$ cat src/rtl/button_debounce.sv
// rtl/button_debounce.sv - per-button synchroniser, debouncer and press/release/repeat pulse generator
module button_debounce #(
  parameter int NUM_BUTTONS     = 4,
  parameter bit ACTIVE_LOW      = 1'b1,
  parameter int CNT_W           = 24,
  parameter int DEBOUNCE_CYCLES = 240_000,
  parameter bit REPEAT_EN       = 1'b0,
  parameter int REPEAT_DELAY    = 12_000_000,
  parameter int REPEAT_PERIOD   = 6_000_000
) (
  input  logic                   clock,
  input  logic                   reset,
  input  logic [NUM_BUTTONS-1:0] push_button,
  output logic [NUM_BUTTONS-1:0] btn_level,
  output logic [NUM_BUTTONS-1:0] btn_press,
  output logic [NUM_BUTTONS-1:0] btn_release
);

  typedef enum logic [1:0] {RELEASED, PRESS_WAIT, PRESSED, RELEASE_WAIT} state_t;

  localparam logic [NUM_BUTTONS-1:0] IDLE_RAW    = {NUM_BUTTONS{ACTIVE_LOW}};
  localparam logic [CNT_W-1:0]       DEB_LAST    = CNT_W'(DEBOUNCE_CYCLES - 1);
  localparam logic [CNT_W-1:0]       DELAY_LAST  = CNT_W'(REPEAT_DELAY - 1);
  localparam logic [CNT_W-1:0]       PERIOD_LAST = CNT_W'(REPEAT_PERIOD - 1);

  if ((DEBOUNCE_CYCLES < 1) || (longint'(DEBOUNCE_CYCLES) >= (64'd1 << CNT_W)) ||
      (REPEAT_EN && ((REPEAT_DELAY < 1) || (longint'(REPEAT_DELAY) >= (64'd1 << CNT_W)) ||
                     (REPEAT_PERIOD < 1) || (longint'(REPEAT_PERIOD) >= (64'd1 << CNT_W))))) begin : g_bad_params
    $error("button_debounce: counter parameters out of range for CNT_W");
  end

  logic [NUM_BUTTONS-1:0] sync1, sync2, s;
  logic [NUM_BUTTONS-1:0] first_rep;
  logic [CNT_W-1:0]       dcnt [NUM_BUTTONS];
  logic [CNT_W-1:0]       rcnt [NUM_BUTTONS];
  state_t                 state [NUM_BUTTONS];

  // s is the synchronised button, normalised so 1 always means pressed
  assign s = sync2 ^ IDLE_RAW;

  always_ff @(posedge clock or posedge reset) begin
    if (reset) begin
      sync1       <= IDLE_RAW;
      sync2       <= IDLE_RAW;
      btn_level   <= '0;
      btn_press   <= '0;
      btn_release <= '0;
      first_rep   <= '0;
      for (int i = 0; i < NUM_BUTTONS; i++) begin
        dcnt[i]  <= '0;
        rcnt[i]  <= '0;
        state[i] <= RELEASED;
      end
    end else begin
      sync1 <= push_button;
      sync2 <= sync1;
      for (int i = 0; i < NUM_BUTTONS; i++) begin
        btn_press[i]   <= 1'b0;
        btn_release[i] <= 1'b0;
        case (state[i])
          RELEASED, PRESS_WAIT: begin
            rcnt[i] <= '0;
            if (!s[i]) begin
              state[i] <= RELEASED;
              dcnt[i]  <= '0;
            end else if (dcnt[i] == DEB_LAST) begin
              state[i]     <= PRESSED;
              btn_level[i] <= 1'b1;
              btn_press[i] <= 1'b1;
              dcnt[i]      <= '0;
              first_rep[i] <= 1'b1;
            end else begin
              state[i] <= PRESS_WAIT;
              dcnt[i]  <= dcnt[i] + 1'b1;
            end
          end
          default: begin
            // A completed release takes priority over any repeat due in the same cycle
            if (!s[i] && (dcnt[i] == DEB_LAST)) begin
              state[i]       <= RELEASED;
              btn_level[i]   <= 1'b0;
              btn_release[i] <= 1'b1;
              dcnt[i]        <= '0;
              rcnt[i]        <= '0;
            end else begin
              if (s[i]) begin
                state[i] <= PRESSED;
                dcnt[i]  <= '0;
              end else begin
                state[i] <= RELEASE_WAIT;
                dcnt[i]  <= dcnt[i] + 1'b1;
              end
              if (REPEAT_EN) begin
                if (rcnt[i] == (first_rep[i] ? DELAY_LAST : PERIOD_LAST)) begin
                  btn_press[i] <= 1'b1;
                  rcnt[i]      <= '0;
                  first_rep[i] <= 1'b0;
                end else begin
                  rcnt[i] <= rcnt[i] + 1'b1;
                end
              end
            end
          end
        endcase
      end
    end
  end

endmodule

$ cat config.mk
export PLATFORM = sky130hd
export DESIGN_NAME = button_debounce
export DESIGN_NICKNAME = d
export VERILOG_FILES = /design/src/rtl/button_debounce.sv
export SDC_FILE = /design/constraint.sdc
export NUM_CORES = 1
export LEC_CHECK = 0
export BUFFER_PORTS_ARGS = -buffer_cell sky130_fd_sc_hd__clkbuf_2
export CAP_MARGIN = 0
export CORE_AREA = 2 2 82 162
export CTS_CLUSTER_SIZE = 8
export DETAILED_ROUTE_END_ITERATION = 8
export DIE_AREA = 0 0 84 164
export GPL_ROUTABILITY_DRIVEN = 0
export PLACE_DENSITY = 0.64
export SLEW_MARGIN = 40
export SYNTH_ARGS = -nofsm -noshare
export SYNTH_HDL_FRONTEND = slang
export SYNTH_SLANG_ARGS = --single-unit
export TNS_END_PERCENT = 5
$ cat constraint.sdc
create_clock -name clock -period 5.45 [get_ports clock]
set_clock_uncertainty 0.05 [all_clocks]
set_input_delay 0.8175 -clock clock [delete_from_list [all_inputs] [get_ports clock]]
set_output_delay 0.8175 -clock clock [all_outputs]
set_load 0.01 [all_outputs]
### Word level (Yosys, flattened, before mapping)

Cells that the tools add are included.

* register bits: 124
* input port bits: 6
* output and inout bits: 12
* logic and storage cells: 137

* $add $sub $neg: 4
* equality and inequality tests: 16
* multiplexer cells: 76
* bitwise operators: 1
* reduce and logical (&&, ||, !) cells: 24

Operators with widths (number)
* 24-bit 2-to-1 mux: 20
* 24-bit by 1-bit adder with 24-bit output (second input constant): 4
* 24-bit by 18-bit equality test with 1-bit output (second input constant): 4
* 1-bit 2-to-1 mux: 40
* 2-bit 2-to-1 mux: 16
* 2-bit inequality test (second input constant): 8
* 3-bit AND reduction: 4
* 2-bit by 1-bit equality test with 1-bit output (second input constant): 4
* 2-bit zero test: 4
* 2-bit nonzero test: 4
* 2-bit OR reduction: 4
* 1-bit logical AND: 4
* 1-bit zero test: 4
* 4-bit inverter: 1

### Longest topological paths before layout

Gate-level depths: netlist (run 1).

* word-level depth: 5
* gate-level depth with buffers: 7
* gate-level depth less buffers: 5

### Worst setup path before layout (run 1)

OpenSTA, ideal clock, no wires.

* kind: reg-to-reg
* start point: reg dcnt[72] (netlist bit)
* end point: reg dcnt[94] (netlist bit)
* library setup time: 0.078 ns
* arrival time: 1.873 ns
* setup slack: 3.449 ns
* stages on the path, launching flop included: 7
* buffers on the path: 1
* clock period less this slack: 2.001 ns
* cells stage by stage: dfrtp_1 > ha_1 > nand3_1 > or4_1 > clkbuf_1 > or4_1 > a21oi_1

* longest elaborated chain between the ends: 4
* elaborated cells on any way between the ends: 8
* classes of those cells: 1 x add/sub; 1 x eq/ne; 5 x mux; 1 x reduce/logical

RTL lines
* start, declared: RTL line 34 `logic [CNT_W-1:0] dcnt [NUM_BUTTONS];`
* start signal, assigned by index: RTL line 74 `dcnt[i] <= dcnt[i] + 1'b1;`
* start signal, assigned by index: RTL line 91 `dcnt[i] <= dcnt[i] + 1'b1;`
* 24-bit by 1-bit adder with 24-bit output or 24-bit by 18-bit equality test with 1-bit output (tied branches)
* 24-bit 2-to-1 mux, or another cell as far along: RTL line 86 `if (s[i]) begin`
* 24-bit 2-to-1 mux, on equally long branches: RTL line 79, 63
* 24-bit 2-to-1 mux (*): RTL line 60 `case (state[i])`

Every way passes the cells marked *; elsewhere a longest branch is shown, timed or not.
A chain may end at the register's enable or synchronous reset.

### Worst setup path in the final report (run 1)

* start point: reg dcnt[51] (netlist bit)
* end point: reg dcnt[71] (netlist bit)

Same word-level chain as after synthesis.

==> out/metrics.csv, run 1 <==
stage;metric;value;unit
worst_setup_path;crit_arrival;2.51;ns
grt;grt_antenna_before_repair;0;
floorplanning;start_util;45.8;%
sta;setup_slack;3.22;ns
synth;synthSimpleGateAreaFrac;26.1;%
clock_tree;cts_tree;built;
synth;yosysWarnings;0;
routing;drt_iter0_drc;232;
worst_setup_path;crit_path_end_kind;register;
synth;synth-seq-cells;120;
worst_setup_path;cp.required;5.74;ns
routing;viasPerCell;5.72;
synth;synth_xor_xnor_area_share;8.39;%
clock_tree;cts_resized;0;
worst_setup_path;critical_path_peak_fanout;11;
worst_setup_path;reg2reg_slack;3.22;ns
power;p_comb_share;2.4;%
grt;grt_pass1_vias;4525;
clock_tree;cts_buffer_depth;2;
floorplanning;fp.dieArea;0.0138;sq mm
floorplanning;die_x;84;um
clock_tree;cts.htree.levels;4;
synth;synth_flop_cell;dfrtp_1;
place;detailed_place_hpwl;8100;um
finish;area_delta_synth_final;14.3;%
synth;synth_compound_area_share;8.80;%
min_path;hold_start;sync1[3];
clock_tree;path_clk_slew;0.05;ns
power;p_leak;2.66;nW
sta;min_period;2.23;ns
routing;wl_per_cell;15.4;um
worst_setup_path;reg2reg_from;dcnt[51];
worst_setup_path;crit_buf_inv;0;
run_status;status;completed;
floorplanning;fp.dieH;164;um
worst_setup_path;path_class;reg -> reg;
finish;final_cell_mix;dfrtp_1 (112), nor2_1 (67), nand3_1 (39);
power;clkPwrFrac;53.0;%
sta;period_share;40.9;%
sta;slew_headroom;53.5;%
worst_setup_path;crit_slowest_cell;or4_1;
worst_setup_path;cp-startpoint;dcnt[51];
grt;grt_usage;18.7;%
power;p_int;0.00162;W
worst_setup_path;cpMostUsedCell;or4_1;
finish;drive_above_1_share;12.1;%
clock_tree;clock_latency;0.41;ns
floorplanning;io_pins;18;
place;dp_slack;3.23;ns
routing;routed_wl;11900;um
sta;clock.fmax;0.449;GHz
worst_setup_path;path_cells;nand4_1, or4_1, or4_1, a21oi_1;
clock_tree;tritoncts.num_buffers;17;
min_path;hp-class;reg -> reg;
floorplanning;core;0.0126;sq mm
worst_setup_path;max_stage_delay;0.76;ns
synth;synth_cells;585;
power;sw_frac_of_total;21.0;%
synth;ys_types;41;
finish;finalNetCount;617;
synth;async_reset_ff_share;100;%
worst_setup_path;cp-start-kind;register;
synth;synth_top_area_cell;dfrtp_1;
synth;synth_area;0.00574;sq mm
power;powerDensity;313;mW/mm^2
synth;synth_top_area_share;48.8;%
power;power_frac_seq;44.6;%
routing;ant_nets;0;
sta;tns;0;ns
sta;finalSetupViolations;0;
sta;final_max_slew_viol_count;0;
worst_setup_path;crit_family;simple AND/OR/NAND/NOR gates;
finish;layout_commonest_cell;dfrtp_1;
clock_tree;cts.sinks;120;
floorplanning;rows;58;
clock_tree;cts_root_buffer;clkbuf_16;
power;p_sw;0.000431;W
synth;synth-edff-count;0;
routing;drc_errors;0;
synth;synth_adder_area_share;0.871;%
synth;yosys-mux-area-fraction;0.523;%
synth;ys_top_cells_by_area;dfrtp_1 (49%), xnor2_1 (5.3%), nor2_1 (4.4%);
power;peakVddDrop;249;uV
clock_tree;hold_buffers;0;
sta;grt_setup_unrepaired;false;
sta;tightest_slew;0.697;ns
flow_run;drv_cap;0;
synth;avgSynthCellArea;9.82;sq um
grt;grt_pass1_wl;20700;um
synth;synth_top_family_by_area;simple AND/OR/NAND/NOR gates;
finish;n_antenna_cell;0;
sta;hold_violations;0;
place;io_buffers;17;
grt;gr-total-overflow;0;
clock_tree;post_cts_buffers;0;
synth;synth_fp_nets;595;
grt;grt_max_degree;79;
routing;dr_total_vias;4408;
routing;dr.pass1.iters;4;
synth;synth_seq_area_share;52.5;%
worst register-to-register path: stages, from the launching register on:
cell,delay (ns)
dfrtp_1,0.41
nand4_1,0.34
or4_1,0.76
or4_1,0.44
a21oi_1,0.15
area by class of cell:
type                    instances  area [sq um]
fillers                      1145          5990
flip-flops and latches        120          3010
multi-input cells             422          2570
clock buffers                  23           478
well taps                     150           188
repair buffers                 22           123
clock inverters                 9          97.6
inverters                      24          95.1
final timing paths:
kind | endpoint | cells past startpoint
setup / recovery | dcnt[71] | 4
hold / removal | sync2[3] | 0
setup reg to reg | dcnt[71] | 4
hold reg to reg | sync2[3] | 0
max in group asynchronous | sync1[2] | 3
min in group asynchronous | btn_press[1] | 2
metrics by stage:
step / utilization, % / instances / power [W] / hold slack, ns / area (sq um)
floorplan: - / 585 / 0.000964 / 0.295 / 5740
global placement: 47.7 / 738 / 0.000979 / 0.296 / 5990
detailed placement: 47.7 / 738 / 0.000982 / 0.298 / 5990
CTS: 52.3 / 770 / 0.00208 / 0.305 / 6570
global route: 52.3 / 770 / 0.00213 / 0.305 / 6570
finish: 52.3 / 770 / 0.00205 / 0.305 / 6570
cells by family (layout without fill, tap and decap cells):
logic type,count (synthesis),in the layout
buf+inv,43,78
simple gates,274,274
mux,3,3
fa+ha+maj,4,4
compound gates,86,86
xor+xnor,55,55
flops,120,120
cells in the mapped netlist (3+ instances only):
cell and count:
dfrtp_1 112, nand2_1 25, clkbuf_1 13, nor3_1 15
or3_1 21, and4_1 4, a21oi_1 36, or3_2 3
inv_1 24, nor4_1 19, xnor2_1 35, or2_2 3
nand4_1 26, o21ai_0 22, a21boi_0 4, nor2_1 67
or4_1 18, buf_2 5, and3_1 17, dfstp_2 8
mux2i_1 3, nor4b_1 5, o31ai_1 16, xor2_1 20
nand3_1 39, ha_1 4
registers in the layout, indices dropped and copies added (netlist names):
signal and count:
dcnt 96, btn_level 4, btn_press 4, btn_release 4, state 4, sync1 4
sync2 4
power groups by stage:
stage | logic [W] | clock network, W | registers [W]
2_1_floorplan | 0.0000365 | 0 | 0.000927
3_3_place_gp | 0.0000503 | 0 | 0.000929
3_5_place_dp | 0.0000522 | 0 | 0.000930
4_1_cts | 0.0000525 | 0.00111 | 0.000915
5_1_grt | 0.0000596 | 0.00115 | 0.000916
6_report | 0.0000502 | 0.00109 | 0.000915
routing by layer:
metal | global-route usage [%] | vias to the layer above | part of all wire [%]
li1 | - | 2162 | -
met1 | 20.2 | 2186 | 40
met2 | 34.4 | 46 | 56
met3 | 5.33 | 14 | 2.2
met4 | 6.96 | 0 | 1.6
met5 | 0 | - | 0
Power figures use the tool's default switching activity.
==> run 2, diff against run 1 <==
ABC_AREA = 1   (was not set)
CORE_AREA = 2 2 88 175   (was 2 2 82 162)
DIE_AREA = 0 0 90 177   (was 0 0 84 164)
PLACE_DENSITY = 0.67   (was 0.64)
clock period = 1.85 ns   (was 5.45 ns; I/O delays follow)
==> run 2 against run 1 <==
Synthesized cell count rose by 58%. Combinational power rose to 3.8 times the previous value. Worst setup slack got worse by 3.1 ns. Sequential cell count did not move. Sequential power rose to 2.9 times the previous value. Wire length rose by 19%. First-iteration DRC count rose by 43%. Largest power group unchanged.
==> out/metrics.csv, run 2 <==
stage;metric;value;unit
run_status;status;completed;
sta;tns;0;ns
clock_tree;cts_buffer_depth;2;
synth;yosysMostFrequentCell;nor2_1;
routing;wl_per_cell;12.0;um
worst_setup_path;crit_arrival;1.93;ns
sta;hold_violations;0;
worst_setup_path;crit_slowest_cell;dfrtp_1;
power;powerDensity;813;mW/mm^2
routing;drc_errors;0;
grt;grt_pass1_vias;5492;
clock_tree;post_cts_buffers;0;
sta;final_max_slew_viol_count;0;
worst_setup_path;crit_buf_inv;1;
worst_setup_path;cp-start-kind;register;
place;detailed_place_hpwl;10300;um
finish;area_delta_synth_final;15.0;%
sta;min_period;1.68;ns
synth;synth_top_area_cell;dfrtp_1;
sta;grt_setup_unrepaired;false;
routing;drt_iter0_drc;331;
clock_tree;tritoncts.num_buffers;17;
clock_tree;cts_tree;built;
synth;synth-edff-count;0;
clock_tree;cts.sinks;120;
sta;whs;0.303;ns
sta;clock.fmax;0.596;GHz
finish;n_antenna_cell;0;
worst_setup_path;crit_family;simple AND/OR/NAND/NOR gates;
finish;largest_register_ffs;96;
floorplanning;fp.dieArea;0.0159;sq mm
sta;period_share;90.7;%
clock_tree;cts.htree.levels;4;
synth;ys_types;31;
grt;grt_antenna_before_repair;0;
routing;dr_total_vias;5688;
synth;avgSynthCellArea;7.32;sq um
sta;finalSetupViolations;0;
finish;largest_register;dcnt;
power;power_frac_seq;42.4;%
power;p_leak;3.51;nW
synth;synth_area;0.00678;sq mm
finish;drive_above_1_share;13.4;%
synth;yosysWarnings;0;
flow_run;drv_cap;0;
routing;ant_nets;0;
finish;multi_input_area;0.00326;sq mm
clock_tree;cts_root_buffer;clkbuf_16;
synth;synth_fp_nets;937;
synth;synth_common_cells;nor2_1 (238), nand2_1 (208), dfrtp_1 (112), inv_1 (110), nand3_1 (61);
worst_setup_path;path_class;reg -> reg;
worst_setup_path;critical_path_peak_fanout;13;
worst_setup_path;cpMostUsedCell;nand2_2;
power;p_sw;0.00133;W
finish;nFillCells;1429;
floorplanning;rows;63;
sta;tightest_slew;0.508;ns
clock_tree;clock_latency;0.40;ns
floorplanning;die_x;90;um
grt;grt_usage;19.0;%
finish;layout_commonest_cell;nor2_1;
worst_setup_path;crit_path_end_kind;register;
worst_setup_path;path_cells;ha_1, nand2_1, inv_1, nand2_2, nor2_4, nand2_2, nand2_2, nor3_1;
sta;slew_headroom;66.1;%
synth;ys_top_cells_by_area;dfrtp_1 (41%), nor2_1 (13%), nand2_1 (12%);
floorplanning;start_util;46.3;%
power;p_int;0.00501;W
routing;viasPerCell;4.84;
min_path;hp-class;reg -> reg;
finish;finalNetCount;976;
synth;async_reset_ff_share;100;%
synth;synth_flop_cell;dfrtp_1;
synth;synth-seq-cells;120;
routing;dr.pass1.iters;5;
grt;grt_pass1_wl;24800;um
power;sw_frac_of_total;21.0;%
clock_tree;path_clk_slew;0.06;ns
power;clkPwrFrac;54.6;%
synth;synth_seq_area_share;44.4;%
worst_setup_path;cp.required;2.10;ns
grt;grt_max_degree;43;
floorplanning;core;0.0147;sq mm
grt;gr-total-overflow;0;
power;peakVddDrop;876;uV
power;p_comb_share;3.0;%
place;io_buffers;17;
routing;routed_wl;14100;um
finish;final_cell_mix;nor2_1 (238), nand2_1 (208), dfrtp_1 (112);
worst_setup_path;max_stage_delay;0.39;ns
floorplanning;fp.dieH;177;um
finish;seq_area;0.00301;sq mm
floorplanning;io_pins;18;
synth;synth_top_area_share;41.3;%
synth;synth_cells;927;
==> run 2: area by class of cell <==
cell class / count / share of cell area [%]
Sequential cell: 120 / 38.6
Inverter: 111 / 5.39
Timing Repair Buffer: 31 / 3.08
Clock buffer: 19 / 5.68
Clock inverter: 13 / 2.28
Multi-Input combinational cell: 685 / 41.8
Tap cell: 195 / 3.13
==> run 2: kinds of logic (layout without fill, tap and decap cells) <==
group | after synthesis | after routing | synth area share (%)
buf+inv | 122 | 174 | 7.51
fa+ha+maj | 4 | 4 | 0.738
compound gates | 32 | 32 | 2.53
simple gates | 614 | 614 | 40.3
xor+xnor | 35 | 35 | 4.52
flops | 120 | 120 | 44.4
==> run 2: worst paths after layout <==
path                            cells after the start       end  startpoint  slack (ns)
worst max-delay path                                8  dcnt[54]    dcnt[48]        0.17
worst min-delay path                                0  sync2[0]    sync1[0]        0.30
worst max register to register                      8  dcnt[54]    dcnt[48]        0.17
worst min register to register                      0  sync2[0]    sync1[0]        0.30
max in group asynchronous                           4  sync1[0]       reset        0.72
min in group asynchronous                           3  dcnt[15]       reset        0.40
==> run 2: per-stage QoR <==
step	setup slack, ns	cells	area, sq um	total power (W)	util, %
3_5_place_dp	0.187	1137	7130	0.00292	48.6
5_1_grt	0.0281	1174	7800	0.00657	53.2
4_1_cts	0.126	1174	7800	0.00643	53.2
6_report	0.172	1174	7800	0.00634	53.2
3_3_place_gp	0.269	1137	7130	0.00292	48.6
2_1_floorplan	0.0597	927	6790	0.00287	-
==> run 2: power by group through the flow <==
stage / registers, W / clock network, W / logic (W)
floorplan: 0.00273 / 0 / 0.000137
CTS: 0.00269 / 0.00355 / 0.000197
finish: 0.00269 / 0.00346 / 0.000189
global placement: 0.00273 / 0 / 0.000185
global route: 0.00269 / 0.00365 / 0.000225
detailed placement: 0.00273 / 0 / 0.000188
==> run 2: what timing repair did <==
action / CTS / global route
hold buffers: 5 / 0
resized for setup: 0 / 0
hold endpoints to repair: 20 / 0
==> run 2: metal layers <==
layer | GRT usage (%) | vias up | part of all wire [%]
met5 | 0 | - | 0
met2 | 31.5 | 112 | 48
met3 | 3.28 | 18 | 3.1
li1 | - | 2934 | -
met1 | 24.9 | 2624 | 47
met4 | 7.56 | 0 | 1.6
